<file path="config.mk">
export PLATFORM = sky130hd
export DESIGN_NAME = adc_meas_averager
export DESIGN_NICKNAME = d
export VERILOG_FILES = /design/src/rtl/adc_meas_averager_pkg.sv /design/src/rtl/meas_channel_acc.sv /design/src/rtl/adc_meas_averager.sv
export SDC_FILE = /design/constraint.sdc
export NUM_CORES = 1
export LEC_CHECK = 0
export CORE_ASPECT_RATIO = 1.1
export CORE_UTILIZATION = 56
export DETAILED_ROUTE_END_ITERATION = 7
export PLACE_DENSITY = 0.8
export SLEW_MARGIN = 10
export SYNTH_ARGS = -nofsm -noshare
export SYNTH_HDL_FRONTEND = slang
export SYNTH_SLANG_ARGS = --single-unit
</file>
<file path="constraint.sdc">
create_clock -name clk -period 2.6 [get_ports clk]
set_clock_uncertainty 0.2 [all_clocks]
set_input_delay 0.39 -clock clk [delete_from_list [all_inputs] [get_ports clk]]
set_output_delay 0.39 -clock clk [all_outputs]
set_load 0.05 [all_outputs]
</file>
<file path="src/rtl/adc_meas_averager_pkg.sv">
// Shared types and default constants for the ADC measurement averager.
// The parameter defaults of the block are drawn from the calibration constants here.
package adc_meas_averager_pkg;

    localparam int ADC_WIDTH         = 12;
    localparam int NUM_OUTPUTS       = 2;
    localparam int CAL_SETTLE_CYCLES = 16;
    localparam int CAL_AVG_SAMPLES   = 8;

    typedef enum logic [1:0] {
        IDLE   = 2'd0,
        SETTLE = 2'd1,
        ACCUM  = 2'd2,
        DONE   = 2'd3
    } meas_state_t;

endpackage

</file>
<file path="src/rtl/meas_channel_acc.sv">
// One detector channel: signed accumulator with clear/enable, extreme-code detect,
// and the floor average of the value the accumulator is about to take.
module meas_channel_acc #(
    parameter int ADC_WIDTH = 12,
    parameter int AVG_LOG2  = 3
) (
    input  logic                 clk,
    input  logic                 rst_n,
    input  logic                 clear,
    input  logic                 enable,
    input  logic [ADC_WIDTH-1:0] sample,
    output logic [ADC_WIDTH-1:0] avg_next,
    output logic                 sat_next
);

    localparam int ACC_WIDTH = ADC_WIDTH + AVG_LOG2;

    function automatic logic is_extreme(input logic [ADC_WIDTH-1:0] s);
        return (s == {1'b0, {(ADC_WIDTH-1){1'b1}}}) || (s == {1'b1, {(ADC_WIDTH-1){1'b0}}});
    endfunction

    logic signed [ACC_WIDTH-1:0] acc_r;
    logic signed [ACC_WIDTH-1:0] acc_next_s;
    logic signed [ACC_WIDTH-1:0] sample_ext_s;
    logic signed [ACC_WIDTH-1:0] shifted_s;
    logic                        sat_r;

    assign sample_ext_s = ACC_WIDTH'($signed(sample));

    // Next accumulator and saturation state; the average is taken from the
    // post-update value so the final sample is included on the same edge.
    always_comb begin
        acc_next_s = acc_r;
        sat_next   = sat_r;
        if (clear) begin
            acc_next_s = {ACC_WIDTH{1'b0}};
            sat_next   = 1'b0;
        end else if (enable) begin
            acc_next_s = acc_r + sample_ext_s;
            sat_next   = sat_r | is_extreme(sample);
        end else begin
            acc_next_s = acc_r;
            sat_next   = sat_r;
        end
    end

    assign shifted_s = acc_next_s >>> AVG_LOG2;
    assign avg_next  = shifted_s[ADC_WIDTH-1:0];

    // Accumulator and sticky saturation registers.
    always_ff @(posedge clk or negedge rst_n) begin
        if (!rst_n) begin
            acc_r <= {ACC_WIDTH{1'b0}};
            sat_r <= 1'b0;
        end else begin
            acc_r <= acc_next_s;
            sat_r <= sat_next;
        end
    end

endmodule

</file>
<file path="src/rtl/adc_meas_averager.sv">
// Measurement front-end: settle delay, power-of-two sample averaging per channel,
// registered one-cycle result strobe with a per-measurement saturation flag.
module adc_meas_averager #(
    parameter int ADC_WIDTH     = adc_meas_averager_pkg::ADC_WIDTH,
    parameter int NUM_OUTPUTS   = adc_meas_averager_pkg::NUM_OUTPUTS,
    parameter int SETTLE_CYCLES = adc_meas_averager_pkg::CAL_SETTLE_CYCLES,
    parameter int AVG_SAMPLES   = adc_meas_averager_pkg::CAL_AVG_SAMPLES
) (
    input  logic                             clk,
    input  logic                             rst_n,
    input  logic                             meas_req,
    input  logic                             meas_abort,
    input  logic                             adc_valid,
    input  logic [NUM_OUTPUTS*ADC_WIDTH-1:0] adc_data,
    output logic                             meas_busy,
    output logic                             meas_valid,
    output logic [NUM_OUTPUTS*ADC_WIDTH-1:0] meas_data,
    output logic                             meas_saturated
);

    import adc_meas_averager_pkg::*;

    localparam int AVG_LOG2  = $clog2(AVG_SAMPLES);
    localparam int ACC_WIDTH = ADC_WIDTH + AVG_LOG2;
    localparam int SETTLE_W  = (SETTLE_CYCLES > 1) ? $clog2(SETTLE_CYCLES) : 1;
    localparam int SAMP_W    = (AVG_SAMPLES > 1) ? $clog2(AVG_SAMPLES) : 1;
    localparam logic [SETTLE_W-1:0] SETTLE_LAST =
        SETTLE_W'((SETTLE_CYCLES > 0) ? (SETTLE_CYCLES - 1) : 0);
    localparam logic [SAMP_W-1:0] SAMP_LAST = SAMP_W'(AVG_SAMPLES - 1);

    meas_state_t                      state_r;
    meas_state_t                      state_next_s;
    logic [SETTLE_W-1:0]              settle_cnt_r;
    logic [SETTLE_W-1:0]              settle_cnt_next_s;
    logic [SAMP_W-1:0]                samp_cnt_r;
    logic [SAMP_W-1:0]                samp_cnt_next_s;
    logic                             clear_s;
    logic                             accept_s;
    logic                             finish_s;
    logic [NUM_OUTPUTS*ADC_WIDTH-1:0] avg_next_s;
    logic [NUM_OUTPUTS-1:0]           sat_vec_s;
    logic                             busy_r;
    logic                             valid_r;
    logic [NUM_OUTPUTS*ADC_WIDTH-1:0] data_r;
    logic                             sat_r;

    // Next-state and counter control; abort outranks every other transition.
    always_comb begin
        state_next_s      = state_r;
        settle_cnt_next_s = settle_cnt_r;
        samp_cnt_next_s   = samp_cnt_r;
        clear_s           = 1'b0;
        accept_s          = 1'b0;
        finish_s          = 1'b0;
        case (state_r)
            IDLE: begin
                if (meas_req) begin
                    clear_s           = 1'b1;
                    settle_cnt_next_s = {SETTLE_W{1'b0}};
                    samp_cnt_next_s   = {SAMP_W{1'b0}};
                    state_next_s      = (SETTLE_CYCLES == 0) ? ACCUM : SETTLE;
                end else begin
                    state_next_s = IDLE;
                end
            end
            SETTLE: begin
                if (meas_abort) begin
                    state_next_s = IDLE;
                end else if (settle_cnt_r == SETTLE_LAST) begin
                    state_next_s = ACCUM;
                end else begin
                    settle_cnt_next_s = settle_cnt_r + SETTLE_W'(1);
                end
            end
            ACCUM: begin
                if (meas_abort) begin
                    state_next_s = IDLE;
                end else if (adc_valid) begin
                    accept_s = 1'b1;
                    if (samp_cnt_r == SAMP_LAST) begin
                        finish_s     = 1'b1;
                        state_next_s = DONE;
                    end else begin
                        samp_cnt_next_s = samp_cnt_r + SAMP_W'(1);
                    end
                end else begin
                    state_next_s = ACCUM;
                end
            end
            DONE: begin
                state_next_s = IDLE;
            end
            default: begin
                state_next_s = IDLE;
            end
        endcase
    end

    for (genvar k = 0; k < NUM_OUTPUTS; k++) begin : g_chan
        meas_channel_acc #(
            .ADC_WIDTH (ADC_WIDTH),
            .AVG_LOG2  (AVG_LOG2)
        ) u_acc (
            .clk      (clk),
            .rst_n    (rst_n),
            .clear    (clear_s),
            .enable   (accept_s),
            .sample   (adc_data[k*ADC_WIDTH +: ADC_WIDTH]),
            .avg_next (avg_next_s[k*ADC_WIDTH +: ADC_WIDTH]),
            .sat_next (sat_vec_s[k])
        );
    end

    // State and counter registers.
    always_ff @(posedge clk or negedge rst_n) begin
        if (!rst_n) begin
            state_r      <= IDLE;
            settle_cnt_r <= {SETTLE_W{1'b0}};
            samp_cnt_r   <= {SAMP_W{1'b0}};
        end else begin
            state_r      <= state_next_s;
            settle_cnt_r <= settle_cnt_next_s;
            samp_cnt_r   <= samp_cnt_next_s;
        end
    end

    // Output registers: the result is captured on the edge that accepts the last
    // sample, so it is presented during DONE and held until the next completion.
    always_ff @(posedge clk or negedge rst_n) begin
        if (!rst_n) begin
            busy_r  <= 1'b0;
            valid_r <= 1'b0;
            data_r  <= {(NUM_OUTPUTS*ADC_WIDTH){1'b0}};
            sat_r   <= 1'b0;
        end else begin
            busy_r  <= (state_next_s != IDLE);
            valid_r <= finish_s;
            if (finish_s) begin
                data_r <= avg_next_s;
                sat_r  <= |sat_vec_s;
            end else begin
                data_r <= data_r;
                sat_r  <= sat_r;
            end
        end
    end

    assign meas_busy      = busy_r;
    assign meas_valid     = valid_r;
    assign meas_data      = data_r;
    assign meas_saturated = sat_r;

    logic unused_acc_width;
    assign unused_acc_width = (ACC_WIDTH > 0);

endmodule

</file>
Word-level counts from Yosys, hierarchy flattened
Index checks and enable logic that the tools add are counted.
W data, S select, Z words.
{"block": "op_classes", "addsub": 4, "mul": 0, "div_mod_pow": 0, "n_lt_le_gt_ge": 0, "eq_ne": 15, "n_shift": 0, "mux": 33, "bitwise": 2, "n_reduce_logical": 10}
{"operator": "$mux W15", "count": 4}
{"operator": "$add A15 B12 Y15", "count": 2}
{"operator": "$eq A12 B11 Y1 const B", "count": 2}
{"operator": "$eq A12 B12 Y1 const B", "count": 2}
{"operator": "$mux W1", "count": 14}
{"operator": "$mux W3", "count": 4}
{"operator": "$mux W4", "count": 3}
{"operator": "$ne A2 B2 Y1 const B", "count": 6}
{"operator": "$mux W2", "count": 5}
{"operator": "$pmux W2 S4", "count": 1}
{"operator": "$pmux W4 S2", "count": 1}
{"operator": "$reduce_bool A2 Y1", "count": 4}
{"operator": "$pmux W3 S2", "count": 1}
{"operator": "$reduce_and A5 Y1", "count": 1}
{"operator": "$add A4 B1 Y4 const B", "count": 1}
{"operator": "$eq A2 B2 Y1 const B", "count": 2}
{"operator": "$eq A4 B4 Y1 const B", "count": 1}
{"operator": "$reduce_and A4 Y1", "count": 1}
{"operator": "$add A3 B1 Y3 const B", "count": 1}
{"operator": "$eq A3 B3 Y1 const B", "count": 1}
{"operator": "$eq A2 B1 Y1 const B", "count": 1}
{"operator": "$logic_not A2 Y1", "count": 1}
{"operator": "$logic_or A1 B1 Y1", "count": 2}
{"operator": "$or A1 B1 Y1", "count": 2}
{"operator": "$reduce_or A2 Y1", "count": 1}
{"block": "word_totals", "regBits": 68, "latchBits": 0, "ram_bits": 0, "romBits": 0, "in_bits": 29, "output_inout_bits": 27, "word_cells": 77, "n_memories": 0}

Logic depth before layout (Yosys ltp)
Gate-level depths: netlist of the first run.
{"block": "logic_depth", "ltp_word": 6, "ltp_mapped": 9, "ltp_nobuf": 9}

By module
A second synthesis of the first run with hierarchy kept.
{"block": "hier_totals", "hier_cells": 445, "hier_area_um2": 4513.1}
{"module": "adc_meas_averager", "n_inst": 1, "cells_each": 111, "area_each_um2": 1600.3, "seq_area_each_um2": 900.9}
{"module": "meas_channel_acc at g_chan[0].u_acc", "n_inst": 1, "cells_each": 173, "area_each_um2": 1498.9, "seq_area_each_um2": 400.4}
{"module": "meas_channel_acc at g_chan[1].u_acc", "n_inst": 1, "cells_each": 161, "area_each_um2": 1413.9, "seq_area_each_um2": 400.4}

Least setup slack after synthesis of the first run
Ideal clock, no wire load.
{"block": "synth_path", "path_kind": "input -> register", "start": "in adc_data[12]", "end": "reg data_r[23], in the netlist meas_data[23]", "setup_ns": 0.070, "arrival_ns": 2.159, "required_time_ns": 2.330, "slack_ns": 0.172, "stages": 9, "n_path_buf": 0, "path_cell_list": "ha_1 -> inv_1 -> fa_1 -> nor2b_1 -> o2111ai_2 -> o2111ai_2 -> a21oi_1 -> or4_1 -> nand3_1"}
{"block": "synth_via", "elab_chain_cells": 3}
{"element": "from (decl)", "line": "adc_meas_averager.sv:14", "text": "input logic [NUM_OUTPUTS*ADC_WIDTH-1:0] adc_data,"}
{"element": "$add A15 B12 Y15", "line": "meas_channel_acc.sv:39", "text": "acc_next_s = acc_r + sample_ext_s;"}
{"element": "$mux W15", "line": "meas_channel_acc.sv:38", "text": "end else if (enable) begin"}
{"element": "$mux W15", "line": "meas_channel_acc.sv:35", "text": "if (clear) begin"}
{"element": "to (signal assigned)", "line": "adc_meas_averager.sv:133", "text": "data_r <= {(NUM_OUTPUTS*ADC_WIDTH){1'b0}};"}
{"element": "to (signal assigned)", "line": "adc_meas_averager.sv:139", "text": "data_r <= avg_next_s;"}
{"element": "to (signal assigned)", "line": "adc_meas_averager.sv:142", "text": "data_r <= data_r;"}
{"element": "to (decl)", "line": "adc_meas_averager.sv:44", "text": "logic [NUM_OUTPUTS*ADC_WIDTH-1:0] data_r;"}
No other way between the ends. The select of a mux whose other input is x is not followed.
A chain may end at the register's enable or synchronous reset.

Worst setup path in the final report of the first run
{"block": "layout_path", "start": "in adc_data[13]", "end": "reg data_r[18], in the netlist meas_data[18]"}
The elaborated chain is that of the path after synthesis.

==> flow_summary_export.csv, run 1 <==
group,metric,value,unit
sta,drv_slew,0,
synthesis,avgSynthCellArea,9.795,µm²
synthesis,synth_ff_type,"dfrtp_1",
grt,busiest_layer,"met2",
grt,grt_usage,29.94,%
placed_design,place_area,5425,µm²
critical_path,crit_type,"primary input to register",
sta,finalCritPeriodShare,96.87,%
synthesis,ys_seq_area_share,39.66,%
finish,final_cell_area,5695,µm²
detailed_routing,drt.antenna.violating_nets,0,
critical_path,r2r_cells,7,
status,status,"finished clean",
die,die_area,8016,µm²
synthesis,yosysTopAreaCellShare,39.66,%
critical_path,cp.required,2.64,ns
sta,relSlewSlack,54.50,%
worst_hold_path,min_from,"adc_data[0]",
finish,multi_input_comb_area,2500,µm²
die,fp.dieW,85.46,µm
power,p_sw,0.6275,mW
placed_design,dpl.hpwl,8252,µm
clock_network,clk_latency,0.35,ns
sta,min_period,2.519,ns
power,leakage,2.704,nW
clock_network,cts_tree,"yes",
synthesis,synth_seq_cells,68,
job,maxCapViolCount,0,
die,initial_core_util,57.73,%
critical_path,endpoint_kind,"register",
power,power_frac_comb,14.5,%
power,internal-power,1.595,mW
grt,met2_usage,53.47,%
power,p_seq_share,49.1,%
finish,postLayoutCoreUtil,76.63,%
finish,area_growth,32.75,%
grt,gr-total-overflow,0,
critical_path,path_max_fanout,4,
critical_path,cp.arrival,2.56,ns
synthesis,synth_nets,500,
detailed_routing,dr.pass1.iters,4,
power,powerDensity,390.3,nW/µm²
worst_hold_path,hold_path_depth,3,
finish,drive_gt1_share,23.67,%
sta,grt_setup_unrepaired,"yes",
die,rows,33,
synthesis,yosysTopAreaCell,"dfrtp_1",
synthesis,syn-instance-count,438,
critical_path,reg2reg_from,"g_chan[1].u_acc.acc_r[2]$_DFFE_PN0P_",
synthesis,ys_types,62,
sta,tightestPinTransition,0.6826,ns
detailed_routing,wl,11210,µm
sta,hold_violations,0,
grt,met3_usage,5.536,%
die,die_y,93.80,µm
finish,final_nets,623,
clock_network,clkTransAtPathRegs,0.08,ns
sta,whs,0.2768,ns
grt,grt_use_met1,35.03,%
placed_design,place.gp.congestion,0.9098,
finish,antenna_cells,0,
power,total_power,2.223,mW
die,core,7432,µm²
critical_path,rrSetupSlack,0.19,ns
placed_design,placedCellCount,634,
critical_path,r2r-end,"meas_data[23]$_DFFE_PN0P_",
synthesis,yosysMostFrequentCell,"dfrtp_1",
grt,grt_pass1_wl,18600,µm
synthesis,netlist_area,4290,µm²
critical_path,cp-start-kind,"primary input",
clock_network,cts-root-to-sink-buffers,2,
grt,grt_pass1_vias,4057,
synthesis,ys_warn_count,0,
clock_network,cts_sinks,68,
finish,final_cells,653,
detailed_routing,post_drt_via_cell_ratio,6.044,
clock_network,cts_root_buf,"clkbuf_8",
critical_path,crit_start,"adc_data[13]",
grt,grt_max_degree,42,
power,switching_share,28.23,%
finish,fillCellCount,515,
placed_design,port_buffers,55,
detailed_routing,routed-via-count,3947,
synthesis,ys_top_cells_by_count,"dfrtp_1 (68), ha_1 (31), o21ai_0 (31)",
power,ir_worst_vdd,440.1,µV
finish,seq_area,1702,µm²
clock_network,cts_buffers,9,
worst_hold_path,hold_class,"primary input to register",
detailed_routing,remaining_drc_errors,0,
clock_network,htree_levels,3,
synthesis,synth.area.top_cells,"dfrtp_1 (40%), ha_1 (9.0%), mux2_2 (4.7%)",
detailed_routing,wire_per_inst,17.16,µm
die,ios,56,
synthesis,synth_edf_count,0,
detailed_routing,drt_iter0_markers,337,
sta,setup_violations,0,
worst_hold_path,min_to,"g_chan[0].u_acc.acc_r[0]$_DFFE_PN0P_",
power,clkPwrFrac,36.4,%
sta,fmax,397.1,MHz
grt,antenna_found_initial,0,
synthesis,synthArstFlopShare,100.0,%
## cell usage in the layout (no fill, tap or decap), drive strengths merged, types with 5 or more instances in the layout
master,n
a22o,18
clkbuf,10
ha,31
mux2,18
mux2i,5
buf,73
xor2,7
a31o,6
xnor2,9
o21ai,33
inv,20
nor2,19
nand2b,7
clkdlybuf4s50,51
or3,6
a21o,5
nor2b,6
dfrtp,68
nand3,15
and2,5
nand4,6
nor4,6
a211oi,6
o21a,5
nand2,31
nor3,5
a21oi,28
## stage by stage
| stage | TNS, ns | worst slack [ns] |
|---|---|---|
| floorplan | 0 | 0.1718 |
| global placement | -7.112 | -0.3821 |
| detailed placement | -9.698 | -0.5374 |
| CTS | 0 | 0.007789 |
| global route | -0.09977 | -0.05260 |
| finish | 0 | 0.08145 |
## final cells by class
cell class / count / area share, %
Tap cell: 87 / 1.911
Inverter: 21 / 1.384
Clock inverter: 6 / 0.7030
Timing Repair Buffer: 128 / 19.82
Multi-Input combinational cell: 333 / 43.89
Sequential cell: 68 / 29.88
Clock buffer: 10 / 2.417
## sequential cells by signal, summed over array words and instances (netlist names)
name                count
meas_busy               1
settle_cnt_r            4
meas_data              24
meas_valid              1
state_r                 2
samp_cnt_r              3
g_chan.u_acc.sat_r      2
meas_saturated          1
g_chan.u_acc.acc_r     30
## how the worst max path moves through the flow
stage,depth (start not counted),slack (ns),endpoint
final,8,0.08,meas_data[18]$_DFFE_PN0P_
after floorplan,9,0.17,meas_data[23]$_DFFE_PN0P_
after global placement,10,-0.38,meas_data[23]$_DFFE_PN0P_
after CTS,11,0.008,meas_data[9]$_DFFE_PN0P_
after global routing,8,-0.05,g_chan[1].u_acc.acc_r[11]$_DFF_PN0_
after detailed placement,11,-0.54,g_chan[1].u_acc.acc_r[14]$_DFF_PN0_
## worst max-delay path: stages
cell	delay (ns)
clkdlybuf4s50_1	0.46
ha_1	0.38
a211oi_4	0.28
o211ai_1	0.19
a31o_2	0.28
a21oi_1	0.20
xnor2_1	0.11
mux2_2	0.27
## routing by layer
layer	part of all wire [%]	routed length, µm
met5	0	0
met2	51	5708
met3	3.9	436
met4	2.7	305
met1	42	4755
## cells by family (layout without fill, tap and decap cells)
logic type / after synthesis / in the layout / share of synthesized area (%)
simple gates: 121 / 121 / 15.17
buf+inv: 37 / 165 / 3.470
fa+ha+maj: 33 / 33 / 9.974
mux: 23 / 23 / 5.891
xor+xnor: 16 / 16 / 3.266
flops: 68 / 68 / 39.66
compound gates: 140 / 140 / 22.57
## power by group through the flow
stage | Combinational [mW] | Clock [mW] | Sequential [mW]
floorplan | 0.142 | 0 | 1.11
CTS | 0.319 | 0.821 | 1.09
global route | 0.354 | 0.862 | 1.09
global placement | 0.303 | 0 | 1.11
detailed placement | 0.315 | 0 | 1.11
finish | 0.323 | 0.809 | 1.09
## timing repair
action	in CTS	in global routing
hold buffers	1	0
resized for setup	8	12
setup endpoints to repair	10	20
endpoints found under the hold margin	27	0
pin swaps	4	5
gates cloned	0	0
setup buffers	0	2
Note: power is estimated with default switching activity, not from simulation.
==> run 2: changes to the inputs <==
GPL_ROUTABILITY_DRIVEN = 0   (was default)
==> flow_summary_export.csv, run 2 (same netlist as run 1, synthesis figures left out) <==
group,metric,value,unit
status,status,"finished clean",
detailed_routing,drt.antenna.violating_nets,0,
die,rows,33,
finish,largest_reg_flops,30,
sta,fin_tns_setup,0,ns
placed_design,place_area,5433,µm²
detailed_routing,wire_per_inst,17.29,µm
grt,grt_max_degree,43,
placed_design,pre_cts_slack,-0.5152,ns
detailed_routing,dr.pass1.iters,5,
finish,drive_gt1_share,23.10,%
power,total_power,2.301,mW
finish,seq_area,1702,µm²
sta,finalWorstSetupSlack,0.06154,ns
detailed_routing,post_drt_via_cell_ratio,6.156,
detailed_routing,remaining_drc_errors,0,
critical_path,cpPeakStageDelay,0.49,ns
job,maxCapViolCount,0,
placed_design,dpl.hpwl,8045,µm
critical_path,crit_buf_inv,1,
clock_network,clkTransAtPathRegs,0.08,ns
finish,final_cell_mix,"buf_4 (71), dfrtp_1 (68), clkdlybuf4s50_1 (49)",
detailed_routing,drt_iter0_markers,266,
clock_network,cts-root-to-sink-buffers,2,
power,ir_worst_vdd,297.2,µV
critical_path,endpoint_kind,"register",
grt,grt_pass1_vias,3983,
critical_path,crit_type,"primary input to register",
finish,top_register,"g_chan.u_acc.acc_r",
critical_path,endpoint,"meas_data[23]$_DFFE_PN0P_",
critical_path,rrSetupSlack,0.14,ns
die,fp.dieW,85.46,µm
grt,grt_pass1_wl,18390,µm
clock_network,cts_tree,"yes",
die,die_area,8016,µm²
finish,postLayoutCoreUtil,76.65,%
critical_path,critPathTopFamily,"simple AND/OR/NAND/NOR gates",
finish,final_nets,624,
power,powerDensity,404.0,nW/µm²
die,ios,56,
critical_path,cp-start-kind,"primary input",
critical_path,cp.required,2.68,ns
critical_path,cp_slowest_cell,"or4_1",
grt,gr-total-overflow,0,
critical_path,r2r_cells,7,
detailed_routing,routed-via-count,4026,
critical_path,path_max_fanout,4,
clock_network,cts_root_buf,"clkbuf_8",
sta,setup_violations,0,
critical_path,crit_chain,"clkdlybuf4s50_1, ha_1, a21o_1, a21oi_2, o2111ai_4, and3_4, or4_1, nand3_1",
placed_design,placedCellCount,635,
grt,grt_usage,29.51,%
finish,final_cells,654,
finish,final_cell_area,5697,µm²
critical_path,crit_start,"adc_data[20]",
critical_path,cp.depth,8,
sta,fmax,393.9,MHz
critical_path,cp.arrival,2.62,ns
sta,hold_violations,0,
finish,final_common_cell,"buf_4",
sta,tightestPinTransition,0.6683,ns
sta,finalCritPeriodShare,97.63,%
clock_network,cts_sinks,68,
die,core,7432,µm²
finish,area_growth,32.78,%
critical_path,r2r-end,"meas_data[23]$_DFFE_PN0P_",
grt,antenna_found_initial,0,
clock_network,cts_buffers,9,
power,leakage,2.725,nW
worst_hold_path,hold_class,"register to register",
die,initial_core_util,57.73,%
clock_network,htree_levels,3,
die,die_y,93.80,µm
finish,antenna_cells,0,
finish,fillCellCount,514,
sta,drv_slew,0,
sta,relSlewSlack,55.45,%
sta,whs,0.2904,ns
sta,min_period,2.538,ns
clock_network,clk_latency,0.35,ns
detailed_routing,wl,11310,µm
finish,multi_input_comb_area,2481,µm²
placed_design,port_buffers,55,
critical_path,reg2reg_from,"g_chan[1].u_acc.acc_r[2]$_DFFE_PN0P_",
-- run 2: changes by cell type in the layout (fill, tap and decap cells not counted), sizes merged --
cell	change
dlymetal6s2s	+1
clkinv	+2
buf	+1
bufinv	+1
clkinvlp	-3
dlygate4sd2	+1
clkdlybuf4s50	-2
-- run 2: per-layer routing --
layer	up-vias	track usage, %	wire (µm)	part of all wire (%)
met3	20	4.042	591	5.2
met2	145	54.13	5836	52
li1	1895	-	-	-
met4	0	10.69	160	1.4
met1	1966	35.10	4718	42
met5	-	0	0	0
-- run 2: timing repair --
item / in CTS / in global routing
buffers inserted: 1 / 1
hold buffers: 1 / 0
pin swaps: 2 / 6
endpoints found under the hold margin: 26 / 0
setup endpoints to repair: 6 / 15
resized for setup: 8 / 9
-- run 2: worst min path at each step --
| stage | start | cells after the start | end |
|---|---|---|---|
| finish | meas_data[11]$_DFFE_PN0P_ | 2 | meas_data[11]$_DFFE_PN0P_ |
| global route | g_chan[0].u_acc.sat_r$_DFF_PN0_ | 1 | g_chan[0].u_acc.sat_r$_DFF_PN0_ |
| CTS | meas_data[11]$_DFFE_PN0P_ | 2 | meas_data[11]$_DFFE_PN0P_ |
| detailed placement | rst_n | 1 | meas_data[2]$_DFFE_PN0P_ |
| global placement | rst_n | 1 | g_chan[0].u_acc.acc_r[0]$_DFFE_PN0P_ |
| floorplan | rst_n | 0 | g_chan[0].u_acc.acc_r[0]$_DFFE_PN0P_ |
-- run 2: cell type report --
class | count | area share (%)
sequential | 68 | 29.87
clock buffer | 10 | 2.240
multi-input combinational | 333 | 43.55
tap | 87 | 1.911
clock inverter | 6 | 1.142
timing repair buffer | 129 | 19.90
inverter | 21 | 1.384
-- run 2: power breakdown --
group / leakage, nW / switching [mW] / internal [mW] / total, mW
registers: 0.943 / 0.0191 / 1.07 / 1.09
logic: 1.69 / 0.166 / 0.153 / 0.319
clock network: 0.0962 / 0.447 / 0.444 / 0.891
total: 2.73 / 0.633 / 1.67 / 2.30
-- run 2: worst min-delay path, cell delays in order, from the launching register on --
cell and delay [ns]:
dfrtp_1 0.35, nand2_1 0.05, nand2_1 0.06
